$ cat src/rtl/fetch_queue.sv
// Fetch-to-decode decoupling FIFO: captures fetch words, presents the oldest to decode.
// Optional macro FETCHQ_PERF_EN adds perf_full_cycles / perf_flushes counters.
module fetch_queue #(
    parameter int ADDR_WIDTH = 32,
    parameter int DATA_WIDTH = 32,
    parameter int DEPTH      = 4
) (
    input  logic                  clk,
    input  logic                  rst,
    input  logic [ADDR_WIDTH-1:0] if_pc,
    input  logic [DATA_WIDTH-1:0] if_instr,
    input  logic [ADDR_WIDTH-1:0] if_pc_plus4,
    output logic                  fetch_en,
    input  logic                  redirect_taken,
    output logic                  id_valid,
    input  logic                  id_ready,
    output logic [ADDR_WIDTH-1:0] id_pc,
    output logic [DATA_WIDTH-1:0] id_instr,
    output logic [ADDR_WIDTH-1:0] id_pc_plus4
`ifdef FETCHQ_PERF_EN
    ,
    output logic [31:0]           perf_full_cycles,
    output logic [31:0]           perf_flushes
`endif
);
    localparam int PTR_W = $clog2(DEPTH);
    localparam int CNT_W = PTR_W + 1;

    logic [PTR_W-1:0]      r_wr_ptr;
    logic [PTR_W-1:0]      r_rd_ptr;
    logic [CNT_W-1:0]      r_count;
    logic [ADDR_WIDTH-1:0] r_pc    [DEPTH];
    logic [DATA_WIDTH-1:0] r_instr [DEPTH];
    logic [ADDR_WIDTH-1:0] r_pc4   [DEPTH];

    logic             w_full;
    logic             w_enq;
    logic             w_deq;
    logic [DEPTH-1:0] w_wr_sel;

    // Full blocks capture even if decode drains the head this cycle (no bypass).
    assign w_full   = (r_count == CNT_W'(DEPTH));
    assign fetch_en = !w_full || redirect_taken;
    assign id_valid = (r_count != '0);
    assign w_enq    = !w_full && !redirect_taken;
    assign w_deq    = id_valid && id_ready && !redirect_taken;

    generate
        for (genvar gi = 0; gi < DEPTH; gi++) begin : g_wr_sel
            assign w_wr_sel[gi] = w_enq && (r_wr_ptr == PTR_W'(gi));
        end
    endgenerate

    always_ff @(posedge clk) begin
        if (rst) begin
            for (int i = 0; i < DEPTH; i++) begin
                r_pc[i]    <= '0;
                r_instr[i] <= '0;
                r_pc4[i]   <= '0;
            end
        end else begin
            for (int i = 0; i < DEPTH; i++) begin
                if (w_wr_sel[i]) begin
                    r_pc[i]    <= if_pc;
                    r_instr[i] <= if_instr;
                    r_pc4[i]   <= if_pc_plus4;
                end
            end
        end
    end

    always_ff @(posedge clk) begin
        if (rst || redirect_taken) begin
            r_wr_ptr <= '0;
            r_rd_ptr <= '0;
            r_count  <= '0;
        end else begin
            if (w_enq) r_wr_ptr <= r_wr_ptr + 1'b1;
            if (w_deq) r_rd_ptr <= r_rd_ptr + 1'b1;
            case ({w_enq, w_deq})
                2'b10:   r_count <= r_count + 1'b1;
                2'b01:   r_count <= r_count - 1'b1;
                default: r_count <= r_count;
            endcase
        end
    end

    assign id_pc       = r_pc[r_rd_ptr];
    assign id_instr    = r_instr[r_rd_ptr];
    assign id_pc_plus4 = r_pc4[r_rd_ptr];

`ifdef FETCHQ_PERF_EN
    logic [31:0] r_full_cycles;
    logic [31:0] r_flushes;

    always_ff @(posedge clk) begin
        if (rst) begin
            r_full_cycles <= '0;
            r_flushes     <= '0;
        end else begin
            if (w_full && !redirect_taken) r_full_cycles <= r_full_cycles + 1'b1;
            if (redirect_taken)            r_flushes     <= r_flushes + 1'b1;
        end
    end

    assign perf_full_cycles = r_full_cycles;
    assign perf_flushes     = r_flushes;
`endif
endmodule

$ cat config.mk
export PLATFORM = sky130hd
export DESIGN_NAME = fetch_queue
export DESIGN_NICKNAME = d
export VERILOG_FILES = /design/src/rtl/fetch_queue.sv
export SDC_FILE = /design/constraint.sdc
export NUM_CORES = 1
export LEC_CHECK = 0
export ABC_CLOCK_PERIOD_IN_PS = 5800
export BUFFER_PORTS_ARGS = -buffer_cell sky130_fd_sc_hd__buf_2
export CAP_MARGIN = 25
export CORE_ASPECT_RATIO = 2
export CORE_MARGIN = 3
export CORE_UTILIZATION = 48
export DETAILED_ROUTE_END_ITERATION = 8
export HOLD_SLACK_MARGIN = 0.02
export PLACE_DENSITY = 0.75
export SLEW_MARGIN = 40
export SYNTH_ARGS = -nofsm -noshare
export SYNTH_HDL_FRONTEND = slang
export SYNTH_SLANG_ARGS = --single-unit
$ cat constraint.sdc
create_clock -name clk -period 5.8 [get_ports clk]
set_input_delay 0 -clock clk [delete_from_list [all_inputs] [get_ports clk]]
set_output_delay 0 -clock clk [all_outputs]
set_load 0.005 [all_outputs]
==> impl_metrics.env <==
export IMPL_outcome="completed"
export IMPL_drt_wl_total_um=37800
export IMPL_cts_tree="yes"
export IMPL_worstPathMaxFanout=54
export IMPL_globalRoute_totalOverflow=0
export IMPL_area_growth_pct=20.0
export IMPL_cts_root_buf="clkbuf_16"
export IMPL_layout_cells_most_common_list="edfxtp_1 (384), and2_1 (301), buf_2 (197)"
export IMPL_clock_skew_ns=0.0210
export IMPL_cp_data_arrival_time_ns=2.72
export IMPL_post_route_drc_count=0
export IMPL_ir_drop_mv=0.241
export IMPL_synth_enable_flop_cells=384
export IMPL_core_area_mm2=0.0353
export IMPL_design_power_total_uw=5880
export IMPL_avgSynthCellArea_um2=17.6
export IMPL_final_nets=1379
export IMPL_1st_iter_drt_viols=722
export IMPL_synth_async_sr_flop_share_pct=0
export IMPL_final_min_period_over_clock_period_pct=46.9
export IMPL_max_clock_path_buffers=3
export IMPL_io_pins=198
export IMPL_total_leakage_power_uw=0.00794
export IMPL_wire_length_of_the_first_global_routing_pass_um=58900
export IMPL_initial_core_utilization_pct=48.9
export IMPL_syn_inst=984
export IMPL_antenna_found_initial=5
export IMPL_pre_antenna_drt_iters=5
export IMPL_power_density_mw_per_mm2=284
export IMPL_post_drt_wl_per_cell_um=21.6
export IMPL_rsz0062_at_grt="no"
export IMPL_drive_gt1_share_pct=34.6
export IMPL_buffer_ports_inserted=197
export IMPL_cp_start_kind="flop"
export IMPL_die_x_um=140
export IMPL_final_period_minus_worst_setup_slack_ns=2.72
export IMPL_normalized_max_slew_margin_pct=46.3
export IMPL_ys_ff_latch=393
export IMPL_total_via_count_after_detailed_routing=9315
export IMPL_maximum_number_of_pins_on_one_net_before_global_route_repair=97
export IMPL_cp_end_kind="primary output"
export IMPL_post_synth_num_cell_types=28
export IMPL_die_height_um=274
export IMPL_tightestPinTransition_ns=0.806
export IMPL_final_max_slew_viol_count=0
export IMPL_cts_made_buffers=34
export IMPL_critical_path_class="reg -> out"
export IMPL_cts_htree_levels=2
export IMPL_timing_reg2reg_worst_path_depth=8
export IMPL_maxCapViolations=0
export IMPL_detailed_place_hpwl_um=22600
export IMPL_design_die_area_mm2=0.0385
export IMPL_viasPerCell=5.33
export IMPL_worstSkewPairLatency_ns=0.52
export IMPL_synth_yosys_seq_area_share_pct=67.8
export IMPL_synth_area_mm2=0.0173
export IMPL_final_antenna_net_count=0
export IMPL_hp_class="in -> reg"
export IMPL_timing_final_hold_violations=0
export IMPL_setup_tns_final_ns=0
export IMPL_achievable_frequency_mhz=368
export IMPL_holdPathStages=2
export IMPL_cp_required_ns=5.80
export IMPL_clkSinkCount=393
export IMPL_groute_usage_overall_pct=20.0
export IMPL_cts_clk_slew_worst_paths_ns=0.06
export IMPL_floorplan_rows=97
export IMPL_synth_warning_count=0
export IMPL_synth_fp_nets=1089
export IMPL_finalSetupViolCount=0
export IMPL_routabilityCongestion=0.749
export IMPL_layout_cells_most_common="edfxtp_1"
export IMPL_ys_dominant_reg_cell="edfxtp_1"
export IMPL_grt_pass1_vias=10400
export IMPL_cts_setup_buffers=0
==> sequential cells by signal, summed over array words and instances, names as in the netlist, named ones only <==
| register | count |
|---|---|
| r_count | 3 |
| r_instr | 128 |
| r_pc | 128 |
| r_pc4 | 128 |
| r_rd_ptr | 2 |
| r_wr_ptr | 2 |
==> synth_stat cells (3+ instances only) <==
| cell | number | share of area, % |
|---|---|---|
| a21o_1 | 4 | 0.17 |
| and2_1 | 301 | 11 |
| and2_2 | 6 | 0.26 |
| and2_4 | 77 | 3.9 |
| buf_2 | 12 | 0.35 |
| buf_6 | 21 | 1.4 |
| clkbuf_1 | 28 | 0.61 |
| dfxtp_1 | 9 | 1.0 |
| edfxtp_1 | 384 | 67 |
| ha_1 | 5 | 0.36 |
| inv_1 | 3 | 0.065 |
| mux2i_1 | 3 | 0.17 |
| mux4_2 | 96 | 13 |
| nor2_1 | 10 | 0.22 |
| nor3b_4 | 5 | 0.54 |
| or3_1 | 3 | 0.11 |
| xor2_1 | 3 | 0.15 |
==> metal layers <==
layer  wire, µm  vias to the layer above  GRT usage [%]
li1           -                     4218              -
met1      13800                     4758           22.9
met2      21100                      260           37.2
met3       1650                       79           2.88
met4       1300                        0           7.76
met5          0                        -              0
==> logic make-up after synthesis <==
logic type / synth area share, %
AND/OR/NAND/NOR: 16.1
flip-flops: 67.8
multiplexers: 12.7
buffers and inverters: 2.52
AO/OA/AOI/OAI: 0.326
XOR/XNOR: 0.253
adder cells (fa/ha/maj): 0.362
==> report_power, final <==
part	total (µW)	internal, µW	switching [µW]
sequential	3310	3270	41.2
clock	2090	1120	972
combinational	480	239	241
==> final timing paths <==
check	start	endpoint	slack [ns]
max reg2reg	r_count[0]	r_count[2]	3.09
min	rst	r_pc4[0][23]	0.13
max	flop	id_pc[26]	3.08
min reg2reg	r_rd_ptr[1]	flop	0.56
==> stage by stage <==
step	cells	cell area, µm²	worst slack [ns]	util (%)	hold slack (ns)
floorplan	984	17300	2.56	-	0.0840
global placement	1574	18500	2.88	52.5	0.307
detailed placement	1583	18700	3.41	53.0	0.314
CTS	1744	20700	2.97	58.7	0.111
global route	1749	20700	2.89	58.7	0.128
finish	1749	20700	3.08	58.7	0.135
==> cell type report <==
type / count / area (µm²)
clock inverters: 16 / 78.8
well taps: 445 / 557
inverters: 3 / 11.3
clock buffers: 45 / 913
multi-input cells: 524 / 5160
flip-flops and latches: 393 / 11700
repair buffers: 318 / 2280
fillers: 2648 / 14600
diodes: 5 / 12.5
==> critical path: stages, from the launching register on <==
cell,delay [ns]
dfxtp_4,0.62
buf_12,0.29
buf_12,0.37
mux4_2,0.63
buf_2,0.16
==> repair_timing <==
action	4_1_cts	5_1_grt
hold endpoints to repair	389	0
resized for setup	0	0
hold buffers	100	0
(Power assumes the default switching activity.)
